--- src/rtl/hazard_ctrl_unit.sv ---
// Hazard/redirect controller: load-use stall, busy hold, branch redirect, stall watchdog, perf counters.
// Controls are combinational, valid the same cycle; busy EX holds IF/ID by stalling and has priority over redirect.
module hazard_ctrl_unit #(
    parameter logic [31:0] TRAP_VEC   = 32'h0000_0010,
    parameter int          WDOG_LIMIT = 64,
    parameter int          CNT_W      = 16
) (
    input  logic             clk,
    input  logic             reset,
    input  logic [4:0]       id_rs1,
    input  logic [4:0]       id_rs2,
    input  logic             id_use_rs1,
    input  logic             id_use_rs2,
    input  logic [4:0]       ex_rd,
    input  logic             ex_mem_read,
    input  logic             ex_busy,
    input  logic             ex_branch_taken,
    input  logic [31:0]      ex_branch_tar,
    output logic             stall,
    output logic             jump,
    output logic [31:0]      jmp_tar,
    output logic             flush_ifid,
    output logic             flush_idex,
    output logic             trap_misalign,
    output logic             hang_err,
    output logic [1:0]       ctrl_state,
    output logic [CNT_W-1:0] stall_cnt,
    output logic [CNT_W-1:0] redirect_cnt
);

    typedef enum logic [1:0] {
        RUN   = 2'd0,
        LU    = 2'd1,
        BUSY  = 2'd2,
        REDIR = 2'd3
    } state_t;

    localparam int WD_W = $clog2(WDOG_LIMIT + 1);

    state_t          state;
    state_t          state_nxt;
    logic            lu;
    logic            mis;
    logic [WD_W-1:0] wdog_cnt;

    assign lu  = ex_mem_read && (ex_rd != 5'd0) &&
                 ((id_use_rs1 && (id_rs1 == ex_rd)) || (id_use_rs2 && (id_rs2 == ex_rd)));
    assign mis = ex_branch_taken && (ex_branch_tar[1:0] != 2'b00);

    assign ctrl_state = state;

    always_ff @(posedge clk) begin
        if (reset) begin
            state <= RUN;
        end else begin
            state <= state_nxt;
        end
    end

    // Being in LU masks the load-use term so a held hazard stalls only once.
    always_comb begin
        state_nxt = RUN;
        if (ex_busy) begin
            state_nxt = BUSY;
        end else if (ex_branch_taken) begin
            state_nxt = REDIR;
        end else if (lu && (state != LU)) begin
            state_nxt = LU;
        end
    end

    always_comb begin
        stall         = 1'b0;
        jump          = 1'b0;
        jmp_tar       = 32'd0;
        flush_ifid    = 1'b0;
        flush_idex    = 1'b0;
        trap_misalign = 1'b0;
        if (reset) begin
            stall = 1'b0;
        end else if (ex_busy) begin
            stall = 1'b1;
        end else if (mis) begin
            jump          = 1'b1;
            jmp_tar       = TRAP_VEC;
            flush_ifid    = 1'b1;
            flush_idex    = 1'b1;
            trap_misalign = 1'b1;
        end else if (ex_branch_taken) begin
            jump       = 1'b1;
            jmp_tar    = ex_branch_tar;
            flush_ifid = 1'b1;
            flush_idex = 1'b1;
        end else if (lu && (state != LU)) begin
            stall      = 1'b1;
            flush_idex = 1'b1;
        end
    end

    // Watchdog saturates at the limit; hang_err stays set until reset.
    always_ff @(posedge clk) begin
        if (reset) begin
            wdog_cnt <= '0;
            hang_err <= 1'b0;
        end else if (!stall) begin
            wdog_cnt <= '0;
        end else if (wdog_cnt != WD_W'(WDOG_LIMIT)) begin
            wdog_cnt <= wdog_cnt + WD_W'(1);
            if (wdog_cnt == WD_W'(WDOG_LIMIT - 1)) begin
                hang_err <= 1'b1;
            end
        end
    end

    always_ff @(posedge clk) begin
        if (reset) begin
            stall_cnt    <= '0;
            redirect_cnt <= '0;
        end else begin
            if (stall && (stall_cnt != {CNT_W{1'b1}})) begin
                stall_cnt <= stall_cnt + CNT_W'(1);
            end
            if (jump && (redirect_cnt != {CNT_W{1'b1}})) begin
                redirect_cnt <= redirect_cnt + CNT_W'(1);
            end
        end
    end

endmodule

--- config.mk ---
export PLATFORM = sky130hd
export DESIGN_NAME = hazard_ctrl_unit
export DESIGN_NICKNAME = d
export VERILOG_FILES = /design/src/rtl/hazard_ctrl_unit.sv
export SDC_FILE = /design/constraint.sdc
export NUM_CORES = 1
export LEC_CHECK = 0
export ABC_AREA = 1
export CORE_ASPECT_RATIO = 0.9
export CORE_UTILIZATION = 46
export CTS_BUF_LIST = sky130_fd_sc_hd__clkbuf_8
export CTS_CLUSTER_SIZE = 8
export DETAILED_ROUTE_END_ITERATION = 8
export PLACE_DENSITY = 0.88
export SYNTH_ARGS = -nofsm -noshare
export SYNTH_HDL_FRONTEND = slang
export SYNTH_SLANG_ARGS = --single-unit
--- constraint.sdc ---
create_clock -name clk -period 3.7 [get_ports clk]
set_clock_uncertainty 0.2 [all_clocks]
set_input_delay 0.37 -clock clk [delete_from_list [all_inputs] [get_ports clk]]
set_output_delay 0.37 -clock clk [all_outputs]
set_load 0.05 [all_outputs]
# Word level (Yosys, flattened, before mapping)

Cells that the tools add are included.

Flip-flop bits (word level): 42
Output and inout port bits: 72

$add $sub $neg: 3
Eq/ne operators: 7
Multiplexer cells: 23
Bitwise logic cells: 1
Reductions and logical operators: 14

Operators by type and width:

| cell                    | count |
|---|---|
| $mux W32                | 4 |
| $add A16 B1 Y16 const B | 2 |
| $ne A16 B16 Y1 const B  | 2 |
| $mux W1                 | 17 |
| $eq A5 B5 Y1            | 2 |
| $logic_and A1 B1 Y1     | 8 |
| $add A7 B1 Y7 const B   | 1 |
| $eq A7 B6 Y1 const B    | 1 |
| $ne A7 B7 Y1 const B    | 1 |
| $reduce_bool A5 Y1      | 1 |
| $mux W2                 | 2 |
| $reduce_or A2 Y1        | 2 |
| $reduce_and A3 Y1       | 1 |
| $ne A2 B1 Y1 const B    | 1 |
| $reduce_bool A2 Y1      | 1 |
| $logic_or A1 B1 Y1      | 1 |
| $not A1 Y1              | 1 |

# Longest topological paths before layout

Gate-level depths: netlist of run 1.

Depth after elaboration: 12
Depth in mapped cells: 12
Depth with buffers taken out: 12

# Worst setup path before layout of run 1

Ideal clock, no wire load.

Path kind: input-to-output
From: in reset
To: out jmp_tar[10]
Data arrival time: 2.402 ns
Required time: 3.130 ns
Setup slack: 0.728 ns
Stages: 5
Cells stage by stage: buf_2 > nor3_2 > inv_1 > clkbuf_1 > nor2_1

Word-level cells in the longest chain between the ends: 1

Ends and longest elaborated chain:

| element         | RTL line | text |
|---|---|---|
| start, declared | 9        | `input logic reset,` |
| $mux W32        | 79       | `if (reset) begin` |
| end, declared   | 21       | `output logic [31:0] jmp_tar,` |

No other way between the ends.

# Final worst setup path of run 1

From: in ex_rd[1]
To: out stall

Word-level cells in the longest chain between the ends: 10
Elaborated cells between the ends (all ways): 14

Ends and longest elaborated chain:

| element               | RTL line | text |
|---|---|---|
| start, declared       | 14       | `input logic [4:0] ex_rd,` |
| $eq A5 B5 Y1          | 47       | `((id_use_rs1 && (id_rs1 == ex_rd)) \|\| (id_use_rs2 && (id_rs2 == ex_rd)));` |
| $logic_and A1 B1 Y1   | 47       |  |
| $logic_or A1 B1 Y1    | 47       |  |
| $logic_and A1 B1 Y1 * | 46       | `assign lu = ex_mem_read && (ex_rd != 5'd0) &&` |
| $logic_and A1 B1 Y1 * | 94       | `end else if (lu && (state != LU)) begin` |
| $mux W1 *             | 94       |  |
| $mux W1 *             | 89       | `end else if (ex_branch_taken) begin` |
| $mux W1 *             | 83       | `end else if (mis) begin` |
| $mux W1 *             | 81       | `end else if (ex_busy) begin` |
| $mux W1 *             | 79       |  |
| end, declared         | 19       | `output logic stall,` |

Mark *: on every way between the ends. The rest lies on a longest branch, timed or not.

==> metrics.yaml, run 1 <==
powerDensity_mw_per_mm2: 236
combPwrFrac_pct: 20.0
swShare_pct: 26.8
area_delta_synth_final_pct: 61.1
crit_slowest_cell: "clkdlybuf4s50_1"
dpl-instance-area_mm2: 0.00433
holdCritStartpoint: "hang_err$_SDFFE_PP0P_"
drv_cap: 0
dieArea_mm2: 0.00631
post-place-ws_ns: 0.713
synth-seq-area-share_pct: 30.5
num_antenna_cells: 0
die_w_um: 83.6
rows: 26
vias_per_cell: 5.20
grt.busiest_layer: "met2"
multi_input_area_mm2: 0.00165
clk_latency_ns: 0.30
fin_crit_sh_pct: 81.5
syn_inst: 440
hold_depth: 2
clock_power_share_pct: 35.8
hold_viol: 0
min_to: "hang_err$_SDFFE_PP0P_"
dpl.hpwl_um: 6660
tightest_slew_ns: 0.947
grt_usage_pct: 27.3
grt_pass1_wl_um: 13900
cts_made_buffers: 5
maxClockFrequency_ghz: 0.332
grt_overflow: 0
rrSetupSlack_ns: 1.43
async_reset_ff_share_pct: 0
htreeDepth: 2
status: "complete, no violations"
crit_required_ns: 3.13
r2r_end: "stall_cnt[12]$_SDFFE_PP0P_"
drt_pre_antenna_iters: 4
total_power_mw: 1.05
core_mm2: 0.00573
wl_per_cell_um: 14.4
maxSlewViolCount: 0
hold_class: "register to register"
slew_headroom_pct: 36.8
cts_tree: "done"
reg2reg_depth: 9
die_y_um: 75.4
post-route-min-period_ns: 3.02
crit_chain: "clkdlybuf4s50_1 -> inv_2 -> nand2_1 -> nand2_1 -> nor2_1 -> nand3_1 -> nand2_1 -> nand3_1 -> nand2_2 -> nand2_1 -> inv_1 -> buf_4"
yosys_warnings: 0
drive_gt1_share_pct: 12.5
synth_seq_cells: 42
setup_viol: 0
cts_resized: 0
p_leak_nw: 1.68
syn-cell-area_mm2: 0.00276
ant_nets: 0
grt_pass1_vias: 3032
grt_util_met1_pct: 34.2
slowest_delay_ns: 0.54
antenna_found_initial: 0
layout.cells.non_filler: 628
ff_latch_area_um2: 841
use_met2_pct: 48.5
finalInstanceArea_mm2: 0.00444
start_kind: "primary input"
gr-usage-met3_pct: 4.55
path_class: "primary input to primary output"
seqPwrFrac_pct: 44.2
synthFlopType: "dfxtp_1"
cp_common_cell: "nand2_1"
clock-sinks: 42
ctsHoldBuffers: 0
r2r_start: "stall_cnt[0]$_SDFFE_PP0P_"
drt_wl_total_um: 9030
initial_core_util_pct: 48.1
clockBufferDepth: 2
post_cts_buffers: 0
cts.clk_slew.worst_paths_ns: 0.08
drtIter0Drc: 168
p_switching_mw: 0.280
cts_root_buf: "clkbuf_8"
final_util_pct: 77.5
dr_total_vias: 3264
portBuffers: 123
rsz0062_at_grt: "no"
nFillCells: 407
syn_avg_cell_area_um2: 6.26
cp_max_fo: 17
pin_count: 126
yosysUniqueCellTypes: 35
grt_start_max_net_pins: 32
place.gp.congestion: 0.933
worst_hold_slack_ns: 0.289
arrival_ns: 2.45
worst_slack_ns: 0.684
ir_worst_vdd_v: 0.000202
nNetsFinal: 616
drc: 0
fin_tns_setup_ns: 0
synth-edff-count: 0
dp.cells: 621
end_kind: "primary output"
p_int_mw: 0.767
-- cell usage after synthesis, drive strengths merged, types with 4 or more instances --
| library cell | instances | share of area (%) |
|---|---|---|
| a21oi | 31 | 6.7 |
| dfxtp | 42 | 31 |
| xnor2 | 7 | 2.2 |
| nand3 | 24 | 5.3 |
| nor2 | 75 | 11 |
| ha | 4 | 1.8 |
| inv | 48 | 6.5 |
| clkbuf | 10 | 1.4 |
| nand4 | 17 | 3.9 |
| nand2 | 125 | 17 |
| xor2 | 11 | 3.5 |
| buf | 7 | 1.7 |
| nor3 | 16 | 3.1 |
| o21ai | 8 | 1.5 |
-- state kept, by name, summed over array words and instances, names as in the netlist --
name,flops
redirect_cnt,16
stall_cnt,16
wdog_cnt,7
ctrl_state,2
hang_err,1
-- how the worst max path moves through the flow --
stage              from           to  slack, ns
2_1_floorplan     reset  jmp_tar[10]       0.73
3_3_place_gp   ex_rd[1]   flush_idex       0.77
3_5_place_dp   ex_rd[1]   flush_idex       0.71
4_1_cts        ex_rd[1]   flush_idex       0.72
5_1_grt        ex_rd[1]        stall       0.47
6_report       ex_rd[1]        stall       0.68
-- cells by family (layout without fill, tap and decap cells) --
kind of cell	count (synthesis)	after routing	synth area share [%]
AND/OR/NAND/NOR	265	265	42.6
buffers and inverters	66	183	9.76
AO/OA/AOI/OAI	44	44	9.49
flip-flops	42	42	30.5
XOR/XNOR	18	18	5.72
adder cells (fa/ha/maj)	4	4	1.82
other	1	2	0.136
-- metal layers --
layer / up-vias / wire (um) / share of wire (%)
li1: 1631 / - / -
met2: 105 / 4640 / 51
met3: 16 / 404 / 4.5
met5: - / 0 / 0
met1: 1512 / 3840 / 43
met4: 0 / 146 / 1.6
-- layout by cell type, fill, tap and decap left out --
cell             synthesis  routed
a21oi_1                 23      23
a21oi_2                  8       8
a31oi_1                  1       1
and2_1                   1       1
and3_1                   1       1
buf_12                   0      31
buf_4                    3       7
bufinv_16                0       1
clkbuf_8                 0       6
clkdlybuf4s50_1          0      89
clkinv_1                 1       1
conb_1                   1       2
dfxtp_1                 42      42
ha_1                     4       4
inv_1                   41      41
inv_2                    7       7
nand2_1                121     121
nand2_2                  4       4
nand3_1                 22      22
nand3_4                  2       2
nand3b_1                 1       1
nand4_1                 17      17
nor2_1                  73      73
nor2_2                   1       1
nor2_4                   1       1
nor3_1                  15      15
nor3_2                   1       1
nor3b_1                  2       2
nor3b_4                  1       1
nor4_1                   2       2
o21a_1                   3       3
o21ai_0                  8       8
o21bai_1                 1       1
xnor2_1                  7       7
xor2_1                  11      11
-- area by class of cell --
| type | instances | share of cell area (%) |
|---|---|---|
| clock buffer | 6 | 1.86 |
| clock inverter | 1 | 0.676 |
| inverter | 49 | 4.14 |
| multi-input combinational | 333 | 37.2 |
| sequential | 42 | 18.9 |
| tap | 70 | 1.97 |
| timing repair buffer | 127 | 35.2 |
-- power groups by stage --
stage	Sequential, mW	Clock [mW]	Combinational (mW)
after floorplan	0.487	0	0.0898
after global placement	0.473	0	0.202
after detailed placement	0.474	0	0.207
after CTS	0.463	0.380	0.208
after global routing	0.464	0.400	0.225
final	0.463	0.375	0.209
-- worst max-delay path: cells and delay by family --
kind / cells / cell delay, ns
buf+inv: 4 / 0.99
simple gates: 8 / 1.08
Power figures use the tool's default switching activity.
==> run 2, diff against run 1 <==
--- a/config.mk
+++ b/config.mk
@@ -7,11 +7,11 @@
 export LEC_CHECK = 0
 export ABC_AREA = 1
 export CORE_ASPECT_RATIO = 0.9
-export CORE_UTILIZATION = 46
+export CORE_UTILIZATION = 43
 export CTS_BUF_LIST = sky130_fd_sc_hd__clkbuf_8
 export CTS_CLUSTER_SIZE = 8
 export DETAILED_ROUTE_END_ITERATION = 8
-export PLACE_DENSITY = 0.88
+export PLACE_DENSITY = 0.83
 export SYNTH_ARGS = -nofsm -noshare
 export SYNTH_HDL_FRONTEND = slang
 export SYNTH_SLANG_ARGS = --single-unit
==> constraint.sdc (replaced) <==
create_clock -name clk -period 3 [get_ports clk]
set_clock_uncertainty 0.2 [all_clocks]
set_input_delay 0.3 -clock clk [delete_from_list [all_inputs] [get_ports clk]]
set_output_delay 0.3 -clock clk [all_outputs]
set_load 0.05 [all_outputs]
==> metrics.yaml, run 2 (synthesis results as in run 1) <==
arrival_ns: 2.01  # was 2.45 ns
fin_crit_sh_pct: 83.5
clockBufferDepth: 2  # unchanged
path_class: "primary input to primary output"  # unchanged
maxClockFrequency_ghz: 0.399
reg2reg_depth: 9  # unchanged
post_cts_buffers: 0  # unchanged
reg_top3: "redirect_cnt x16, stall_cnt x16, wdog_cnt x7"  # unchanged
rows: 27  # was 26
cts_made_buffers: 5  # unchanged
cp_max_fo: 31  # was 17
grt_pass1_wl_um: 13400  # was 13,900 um
pin_count: 126  # unchanged
portBuffers: 123  # unchanged
dr_total_vias: 3235  # was 3,264
drc: 0  # unchanged
hold_class: "register to register"  # unchanged
die_w_um: 86.4  # was 83.6 um
die_y_um: 78.0  # was 75.4 um
vias_per_cell: 4.99  # was 5.20
cts_tree: "done"  # unchanged
drv_cap: 0  # unchanged
drt_wl_total_um: 8420  # was 9030 um
clk_latency_ns: 0.30  # about the same
ant_nets: 0  # unchanged
p_leak_nw: 1.70  # was 1.68 nW
grt_start_max_net_pins: 32  # unchanged
cts.clk_slew.worst_paths_ns: 0.08  # about the same
start_kind: "primary input"  # unchanged
cts_resized: 0  # unchanged
num_antenna_cells: 0  # unchanged
wl_per_cell_um: 13.0  # was 14.4 um
grt_overflow: 0  # unchanged
initial_core_util_pct: 44.8  # was 48.1%
place.gp.congestion: 0.934  # was 0.933
crit_required_ns: 2.50  # was 3.13 ns
dpl-instance-area_mm2: 0.00440  # was 0.00433 mm^2
tightest_slew_ns: 0.881  # was 0.947 ns
maxSlewViolCount: 0  # unchanged
slew_headroom_pct: 41.2  # was 36.8%
dpl.hpwl_um: 6410  # was 6660 um
drt_pre_antenna_iters: 5  # was 4
powerDensity_mw_per_mm2: 285  # was 236 mW/mm^2
status: "complete, no violations"  # unchanged
final_util_pct: 73.3  # was 77.5%
drive_gt1_share_pct: 13.0  # was 12.5%
grt_pass1_vias: 2883  # was 3,032
nFillCells: 508  # was 407
hold_depth: 2  # unchanged
end_kind: "primary output"  # unchanged
antenna_found_initial: 0  # unchanged
hold_viol: 0  # unchanged
area_delta_synth_final_pct: 63.5  # was 61.1%
multi_input_area_mm2: 0.00165  # unchanged
cts_root_buf: "clkbuf_8"  # unchanged
layout_commonest_cell: "nand2_1"  # unchanged
clock-sinks: 42  # unchanged
rsz0062_at_grt: "no"  # unchanged
nNetsFinal: 618  # was 616
finalInstanceArea_mm2: 0.00451  # was 0.00444 mm^2
post-route-min-period_ns: 2.51
core_mm2: 0.00615  # was 0.00573 mm^2
layout_common_cells: "nand2_1 (121), clkdlybuf4s50_1 (88), nor2_1 (73), inv_1 (42), dfxtp_1 (42)"  # was nand2_1 (121), clkdlybuf4s50_1 (89), nor2_1 (73), dfxtp_1 (42), inv_1 (41)
ctsHoldBuffers: 0  # unchanged
htreeDepth: 2  # unchanged
fin_tns_setup_ns: 0  # unchanged
drtIter0Drc: 146  # was 168
dieArea_mm2: 0.00673  # was 0.00631 mm^2
grt_usage_pct: 24.7  # was 27.3%
setup_viol: 0  # unchanged
ir_worst_vdd_v: 0.000408  # was 0.000202 V
ff_latch_area_um2: 841  # unchanged
## run 2: cell types whose count changed in the layout (fill, tap and decap cells not counted), sizes merged
cell,previous run,this run
clkbuf,6,5
clkinvlp,0,1
buf,38,41
inv,48,49
clkdlybuf4s50,89,88
## run 2: metrics by stage
step | std cells | setup slack (ns) | total power [mW] | hold WS [ns]
after global routing | 648 | 0.301 | 1.33 | 0.310
after CTS | 648 | 0.472 | 1.29 | 0.281
after floorplan | 441 | 0.168 | 0.712 | 0.177
after detailed placement | 640 | 0.471 | 0.845 | 0.262
after global placement | 640 | 0.527 | 0.840 | 0.254
final | 648 | 0.494 | 1.28 | 0.281
## run 2: path summary, 6_finish.rpt
kind	startpoint	end	slack, ns
hold / removal	hang_err$_SDFFE_PP0P_	hang_err$_SDFFE_PP0P_	0.28
setup / recovery	ex_branch_taken	jmp_tar[4]	0.49
setup reg to reg	stall_cnt[0]$_SDFFE_PP0P_	stall_cnt[7]$_SDFFE_PP0P_	0.76
hold reg to reg	hang_err$_SDFFE_PP0P_	hang_err$_SDFFE_PP0P_	0.28
## run 2: critical path, cell delays in order
cell,delay (ns)
clkdlybuf4s50_1,0.50
inv_1,0.08
nor3_2,0.15
inv_1,0.40
nor2_1,0.38
buf_12,0.18
## run 2: final cells by class
type	count	share of cell area, %
Inverter	49	4.08
Tap cell	87	2.41
Sequential cell	42	18.7
Clock inverter	3	0.916
Timing Repair Buffer	129	35.8
Multi-Input combinational cell	333	36.6
Clock buffer	5	1.53
## run 2: per-layer routing
metal | global-route usage [%] | vias to the layer above | part of all wire, %
met5 | 0 | - | 0
met4 | 7.17 | 0 | 1.8
met3 | 5.21 | 14 | 6.2
met2 | 44.3 | 128 | 51
met1 | 29.3 | 1454 | 40
li1 | - | 1639 | -
## run 2: report_power, final
part           internal [mW]  total [mW]  switching, mW
combinational          0.122       0.261          0.140
clock                  0.245       0.451          0.206
sequential             0.564       0.571        0.00757
total                  0.930        1.28          0.353
